==> src/rtl/pcpi_issuer.sv <==
// PCPI initiator: issues one M-extension op to a coprocessor and returns result, write flag, latency and timeout.
// One transaction outstanding; cmd_ready only in IDLE, response held until rsp_ready.
module pcpi_issuer #(
  parameter int TIMEOUT_CYCLES = 16,
  parameter int CNT_W          = 16
) (
  input  logic             clk,
  input  logic             reset,
  input  logic             cmd_valid,
  output logic             cmd_ready,
  input  logic [2:0]       cmd_funct3,
  input  logic [4:0]       cmd_rd,
  input  logic [31:0]      cmd_rs1,
  input  logic [31:0]      cmd_rs2,
  output logic             pcpi_valid,
  output logic [31:0]      pcpi_insn,
  output logic [31:0]      pcpi_rs1,
  output logic [31:0]      pcpi_rs2,
  input  logic             pcpi_wr,
  input  logic [31:0]      pcpi_rd,
  input  logic             pcpi_wait,
  input  logic             pcpi_ready,
  output logic             rsp_valid,
  input  logic             rsp_ready,
  output logic [31:0]      rsp_data,
  output logic             rsp_wr,
  output logic             rsp_timeout,
  output logic [CNT_W-1:0] rsp_cycles
);

  localparam int TO_W = $clog2(TIMEOUT_CYCLES + 1);
  localparam logic [TO_W-1:0] TO_LIMIT = TO_W'(TIMEOUT_CYCLES);

  typedef enum logic [1:0] {
    S_IDLE,
    S_ISSUE,
    S_RESP
  } state_t;

  state_t            state_q, state_d;
  logic              pvalid_q, pvalid_d;
  logic [31:0]       insn_q, insn_d;
  logic [31:0]       rs1_q, rs1_d;
  logic [31:0]       rs2_q, rs2_d;
  logic              rvalid_q, rvalid_d;
  logic [31:0]       rdata_q, rdata_d;
  logic              rwr_q, rwr_d;
  logic              rto_q, rto_d;
  logic [CNT_W-1:0]  cycles_q, cycles_d;
  logic [TO_W-1:0]   to_cnt_q, to_cnt_d;

  logic [TO_W-1:0]   to_inc;
  logic              pcpi_idle;
  logic              timeout_hit;

  // The counter fires on the edge that would take it to the limit, so the
  // response appears exactly TIMEOUT_CYCLES idle edges after issue.
  assign to_inc      = to_cnt_q + TO_W'(1);
  assign pcpi_idle   = !pcpi_wait && !pcpi_ready;
  assign timeout_hit = pcpi_idle && (to_inc == TO_LIMIT);

  always_comb begin
    state_d  = state_q;
    pvalid_d = pvalid_q;
    insn_d   = insn_q;
    rs1_d    = rs1_q;
    rs2_d    = rs2_q;
    rvalid_d = rvalid_q;
    rdata_d  = rdata_q;
    rwr_d    = rwr_q;
    rto_d    = rto_q;
    cycles_d = cycles_q;
    to_cnt_d = to_cnt_q;

    case (state_q)
      S_IDLE: begin
        if (cmd_valid) begin
          rs1_d    = cmd_rs1;
          rs2_d    = cmd_rs2;
          insn_d   = {7'b0000001, 5'd2, 5'd1, cmd_funct3, cmd_rd, 7'b0110011};
          pvalid_d = 1'b1;
          cycles_d = '0;
          to_cnt_d = '0;
          state_d  = S_ISSUE;
        end
      end

      S_ISSUE: begin
        if (cycles_q != {CNT_W{1'b1}}) begin
          cycles_d = cycles_q + CNT_W'(1);
        end
        if (pcpi_wait) begin
          to_cnt_d = '0;
        end else if (!pcpi_ready) begin
          to_cnt_d = to_inc;
        end

        // A ready arriving on the timeout edge takes priority.
        if (pcpi_ready) begin
          rdata_d  = pcpi_rd;
          rwr_d    = pcpi_wr;
          rto_d    = 1'b0;
          rvalid_d = 1'b1;
          pvalid_d = 1'b0;
          state_d  = S_RESP;
        end else if (timeout_hit) begin
          rdata_d  = '0;
          rwr_d    = 1'b0;
          rto_d    = 1'b1;
          rvalid_d = 1'b1;
          pvalid_d = 1'b0;
          state_d  = S_RESP;
        end
      end

      S_RESP: begin
        if (rsp_ready) begin
          rvalid_d = 1'b0;
          state_d  = S_IDLE;
        end
      end

      default: begin
        state_d  = S_IDLE;
        pvalid_d = 1'b0;
        rvalid_d = 1'b0;
      end
    endcase
  end

  always_ff @(posedge clk) begin
    if (reset) begin
      state_q  <= S_IDLE;
      pvalid_q <= 1'b0;
      insn_q   <= '0;
      rs1_q    <= '0;
      rs2_q    <= '0;
      rvalid_q <= 1'b0;
      rdata_q  <= '0;
      rwr_q    <= 1'b0;
      rto_q    <= 1'b0;
      cycles_q <= '0;
      to_cnt_q <= '0;
    end else begin
      state_q  <= state_d;
      pvalid_q <= pvalid_d;
      insn_q   <= insn_d;
      rs1_q    <= rs1_d;
      rs2_q    <= rs2_d;
      rvalid_q <= rvalid_d;
      rdata_q  <= rdata_d;
      rwr_q    <= rwr_d;
      rto_q    <= rto_d;
      cycles_q <= cycles_d;
      to_cnt_q <= to_cnt_d;
    end
  end

  assign cmd_ready   = (state_q == S_IDLE);
  assign pcpi_valid  = pvalid_q;
  assign pcpi_insn   = insn_q;
  assign pcpi_rs1    = rs1_q;
  assign pcpi_rs2    = rs2_q;
  assign rsp_valid   = rvalid_q;
  assign rsp_data    = rdata_q;
  assign rsp_wr      = rwr_q;
  assign rsp_timeout = rto_q;
  assign rsp_cycles  = cycles_q;

endmodule
==> config.mk <==
export PLATFORM = sky130hd
export DESIGN_NAME = pcpi_issuer
export DESIGN_NICKNAME = d
export VERILOG_FILES = /design/src/rtl/pcpi_issuer.sv
export SDC_FILE = /design/constraint.sdc
export NUM_CORES = 1
export LEC_CHECK = 0
export BUFFER_PORTS_ARGS = -buffer_cell sky130_fd_sc_hd__buf_4
export CAP_MARGIN = 20
export CORE_MARGIN = 4
export CORE_UTILIZATION = 50
export CTS_CLUSTER_SIZE = 40
export DETAILED_ROUTE_END_ITERATION = 6
export GPL_ROUTABILITY_DRIVEN = 1
export GPL_TIMING_DRIVEN = 0
export PLACE_DENSITY = 0.85
export SLEW_MARGIN = 20
export SYNTH_ARGS = -nofsm -noshare
export SYNTH_HDL_FRONTEND = slang
export SYNTH_SLANG_ARGS = --single-unit
==> constraint.sdc <==
create_clock -name clk -period 4 [get_ports clk]
set_input_delay 0.6 -clock clk [delete_from_list [all_inputs] [get_ports clk]]
set_output_delay 0.6 -clock clk [all_outputs]
set_load 0.02 [all_outputs]
; Word-level counts from Yosys, hierarchy flattened
; Cells that the tools add are included.
[classes]
reduce_logical = 14
n_mux = 24
addsub = 2
div_mod_pow = 0
magnitude_cmp = 0
n_bitwise = 2
multipliers = 0
n_eq_ne = 9
n_shift = 0
[op_table]
columns = operator, count
row1 = $mux 32, 2
row2 = $mux 16, 2
row3 = $pmux 16 s2, 1
row4 = $add 16x1->16 const B, 1
row5 = $ne 16x16->1 const B, 1
row6 = $mux 5, 3
row7 = $reduce_and 3->1, 5
row8 = $pmux 5 s2, 1
row9 = $mux 1, 8
row10 = $mux 2, 4
row11 = $ne 2x2->1 const B, 3
row12 = $ne 3x3->1 const B, 2
row13 = $pmux 1 s3, 2
row14 = $pmux 2 s3, 1
row15 = $add 5x1->5 const B, 1
row16 = $eq 5x5->1 const B, 1
row17 = $reduce_and 2->1, 2
row18 = $reduce_bool 2->1, 2
row19 = $eq 2x1->1 const B, 1
row20 = $eq 2x2->1 const B, 1
row21 = $logic_and 1x1->1, 2
row22 = $logic_not 1->1, 2
row23 = $logic_not 2->1, 1
row24 = $not 1->1, 2
[word_totals]
latch_bits = 0
n_memories = 0
ff_bits = 136
rom_bits = 0
mem_bits_rw = 0
output_inout_bits = 149

; Longest topological paths before layout
[depth]
depth_word = 6
ltp_mapped = 7

; Least setup slack after synthesis
; No wires, ideal clock.
[synth_timing]
path_type = register -> register
start = register cycles_q[0] (netlist: rsp_cycles[0])
end = register cycles_q[12] (netlist: rsp_cycles[12])
path_slack_ns = 2.104
setup_ns = 0.070
path_buffers = 1
t_required_ns = 3.930
arrival_time_ns = 1.826
path_stages_with_launch = 7
path_cell_list = dfxtp_1 -> ha_1 -> nand2_1 -> or3_1 -> buf_2 -> or4_1 -> a21oi_1
[synth_between]
elab_chain_len = 3
elab_cells_between_ends = 6
[synth_lines]
columns = element, line
row1 = "start, declared", 49  ; logic [CNT_W-1:0] cycles_q, cycles_d;
row2 = "start signal, assigned", 154  ; cycles_q <= cycles_d;
row3 = $add 16x1->16 or $ne 16x16->1 (tied branches), "90, 89"
row4 = $mux 16 or $ne 2x2->1 (tied branches), --
row5 = $pmux 16 s2 or $reduce_and 3->1 (tied branches), --
; Several ways; a longest one is shown, not always the timed one. The select of a mux whose other input is x is not followed.
; A chain may end at the register's enable or synchronous reset.

; Worst setup path in the final report
[layout_timing]
start = register to_cnt_q[0]
end = register rdata_q[22] (netlist: rsp_data[22])
[layout_between]
elab_chain_len = 5
[layout_lines]
columns = element, line
row1 = "start, declared", 50  ; logic [TO_W-1:0] to_cnt_q, to_cnt_d;
row2 = "start signal, assigned", 155  ; to_cnt_q <= to_cnt_d;
row3 = $add 5x1->5, 58  ; assign to_inc = to_cnt_q + TO_W'(1);
row4 = $eq 5x5->1, 60  ; assign timeout_hit = pcpi_idle && (to_inc == TO_LIMIT);
row5 = $logic_and 1x1->1, 60
row6 = $reduce_bool 2->1 (no line), --
row7 = $reduce_and 2->1 (no line), --
row8 = "end signal, assigned", 151  ; rdata_q <= rdata_d;
row9 = "end, declared", 46  ; logic [31:0] rdata_q, rdata_d;
; Every way passes these cells.

==> reports/metrics.yaml <==
synthesis:
  ys.flop_type: "dfxtp_1"
  synthArstFlopShare_pct: 0
  yosys_warnings: 0
  synth_seq_cells: 132
  synth_top_area_share_pct: 48.6
  synth_edf_count: 0
  synth_top_cell_by_area: "dfxtp_1"
  synth_seq_area_share_pct: 48.6
  synthCells: 665
  synthTopCellsByArea: "dfxtp_1 49%, nand2_1 11%, a21oi_1 11%, a211oi_1 5.2%, a31oi_1 3.8%"
  syn_area_um2: 5430
  ys_types: 49
  postSynthAreaPerCell_um2: 8.17
die:
  num_rows: 37
  fp.dieW_um: 112
  fp.dieH_um: 112
  die-area_um2: 12600
  pin_count: 260
  initial_core_util_pct: 51.9
  core_region_area_um2: 10500
critical_path:
  setup.worst_path.end: "rsp_data[22]"
  cp_max_fo: 10
  reg2regPathDepth: 7
  r2r_setup_slack_ns: 1.74
  critical_path.startpoint: "to_cnt_q[0]"
  critPathKind: "register to register"
  start_kind: "register"
  arrival_ns: 2.63
  crit_path_end_kind: "register"
  reg2reg_from: "to_cnt_q[0]"
  r2r_end: "rsp_data[22]"
  critPathRequiredTime_ns: 4.37
flow_run:
  drv_cap: 0
drt:
  dr.pass1.iters: 7
  drc: 0
  drtAntennaViolNets: 0
  vias: 5907
  drt_iter0_drc: 438
  post_drt_via_cell_ratio: 5.42
  wire_per_inst_um: 16.1
  routed_wl_um: 17600
sta:
  rsz0062_at_grt: "no"
  slew-limit-headroom_pct: 61.3
  whs_ns: 0.319
  period_share_pct: 56.4
  hold_viol: 0
  min_period_ns: 2.26
  worst_pin_slew_ns: 0.576
  setup_violations: 0
  fin_skew_ns: 0.0135
  tns_ns: 0
  slew_viol_final: 0
  setup_ws_ns: 1.74
  max_freq_mhz: 443
power:
  vdd_drop_max_mv: 0.251
  power_leakage_nw: 3.45
  power_mw: 3.51
  cellPowerDensity_nw_per_um2: 436
finish:
  fin_cells: 1090
  fillers: 739
  area.growth.synth_to_final_pct: 47.9
  seq_area_um2: 2640
  antennaDiodeCount: 0
  nets: 1056
  drive_gt1_share_pct: 31.3
  multi_input_area_um2: 2450
clock_network:
  cts_buffers: 17
  clkSinkCount: 132
  clockBufferDepth: 2
  cts_repair_resize_count: 0
  tritoncts: "yes"
  cts-hold-fix-buffers: 0
  clk_pin_slew_worst_paths_ns: 0.06
  cts_root_buffer: "clkbuf_8"
  htree_levels: 4
  post_cts_buffers: 0
  clk_latency_ns: 0.52
global_routing:
  grt_pass1_vias: 5800
  grt_pass1_wl_um: 28100
  antenna_found_initial: 0
  overflow: 0
  grt_usage_pct: 27.2
  grt_max_degree: 17
placement:
  place_ws_ns: 1.66
  dp.cells: 1059
  io_buffer_count: 242
  gp_congestion: 0.857
  hpwl_um: 13300
run_status:
  status: "finished clean"
worst_hold_path:
  min_path_type: "input pin to register"
[routing by layer]
layer / wire (um) / vias to the layer above / global-route usage (%)
li1: - / 2865 / -
met1: 6410 / 2714 / 29.1
met2: 8900 / 276 / 47.1
met3: 1690 / 52 / 10.8
met4: 556 / 0 / 12.3
met5: 0 / - / 0
[cells by family after synthesis]
logic type / share of synthesized area [%]
AND/OR/NAND/NOR: 17.4
multiplexers: 1.68
AO/OA/AOI/OAI: 23.9
XOR/XNOR: 0.161
adder cells (fa/ha/maj): 0.691
buffers and inverters: 7.46
flip-flops: 48.6
other: 0.0690
[layout make-up]
cell class / count / area share (%)
multi-input combinational: 465 / 30.4
sequential: 132 / 32.9
inverter: 6 / 0.280
clock inverter: 9 / 1.31
tap: 136 / 2.12
timing repair buffer: 242 / 22.6
buffer: 78 / 4.76
clock buffer: 22 / 5.63
[cell usage in the layout, fill, tap and decap left out, types with 9 or more instances in the layout]
cell type,synthesis,final
a211oi_1,38,38
buf_4,23,265
nor2_1,10,10
clkbuf_1,44,47
a21oi_1,118,118
nand2_1,158,158
conb_1,1,17
clkbuf_16,0,16
dfxtp_1,132,132
or3_1,9,9
a31oi_1,33,33
[worst min path at each step]
stage | start | endpoint | depth (start not counted)
floorplan | state_q[1] | pcpi_valid | 1
global placement | pcpi_rs1[6] | pcpi_rs1[6] | 2
detailed placement | pcpi_rs1[25] | pcpi_rs1[25] | 2
CTS | pcpi_wait | to_cnt_q[4] | 2
global route | pcpi_wait | to_cnt_q[4] | 2
finish | pcpi_wait | to_cnt_q[4] | 2
[cell usage after synthesis, drive strengths merged, types with 2 or more instances]
| master | instances |
|---|---|
| o21ai | 6 |
| o41ai | 2 |
| mux2i | 8 |
| nand3b | 3 |
| nand3 | 7 |
| buf | 34 |
| inv | 6 |
| nor3 | 8 |
| or2 | 2 |
| dfxtp | 132 |
| and3 | 3 |
| nor2 | 10 |
| nand2 | 158 |
| or4 | 3 |
| a311oi | 2 |
| o31ai | 3 |
| clkbuf | 44 |
| a41o | 2 |
| o21bai | 2 |
| o211ai | 2 |
| nor3b | 2 |
| a21oi | 118 |
| nor4b | 3 |
| or3 | 9 |
| a211oi | 38 |
| a31oi | 33 |
| ha | 3 |
| nand4 | 2 |
| nand2b | 3 |
[metrics by stage]
step	utilization (%)	area, um2
2_1_floorplan	-	5490
3_3_place_gp	71.5	7480
3_5_place_dp	71.5	7480
4_1_cts	76.8	8040
5_1_grt	76.8	8040
6_report	76.8	8040
[power breakdown]
group          switching (mW)  total (mW)  leakage [nW]  internal, mW
combinational           0.356       0.613          2.11         0.257
clock                   0.552        1.46         0.263         0.912
sequential             0.0436        1.43          1.08          1.39
[sequential cells by signal, summed over array words and instances, names as in the netlist, 2 cells and up]
register and flops:
to_cnt_q 5, state_q 2, pcpi_insn 9, rsp_cycles 16
pcpi_rs2 32, pcpi_rs1 32, rsp_data 32
[worst max-delay path, cell delays in order, from the launching register on]
cell and delay [ns]:
dfxtp_1 0.47, ha_1 0.29, and3_1 0.24, xor2_1 0.15
a41o_1 0.20, buf_2 0.23, buf_1 0.38, a211oi_1 0.14
Power figures use the tool's default switching activity.
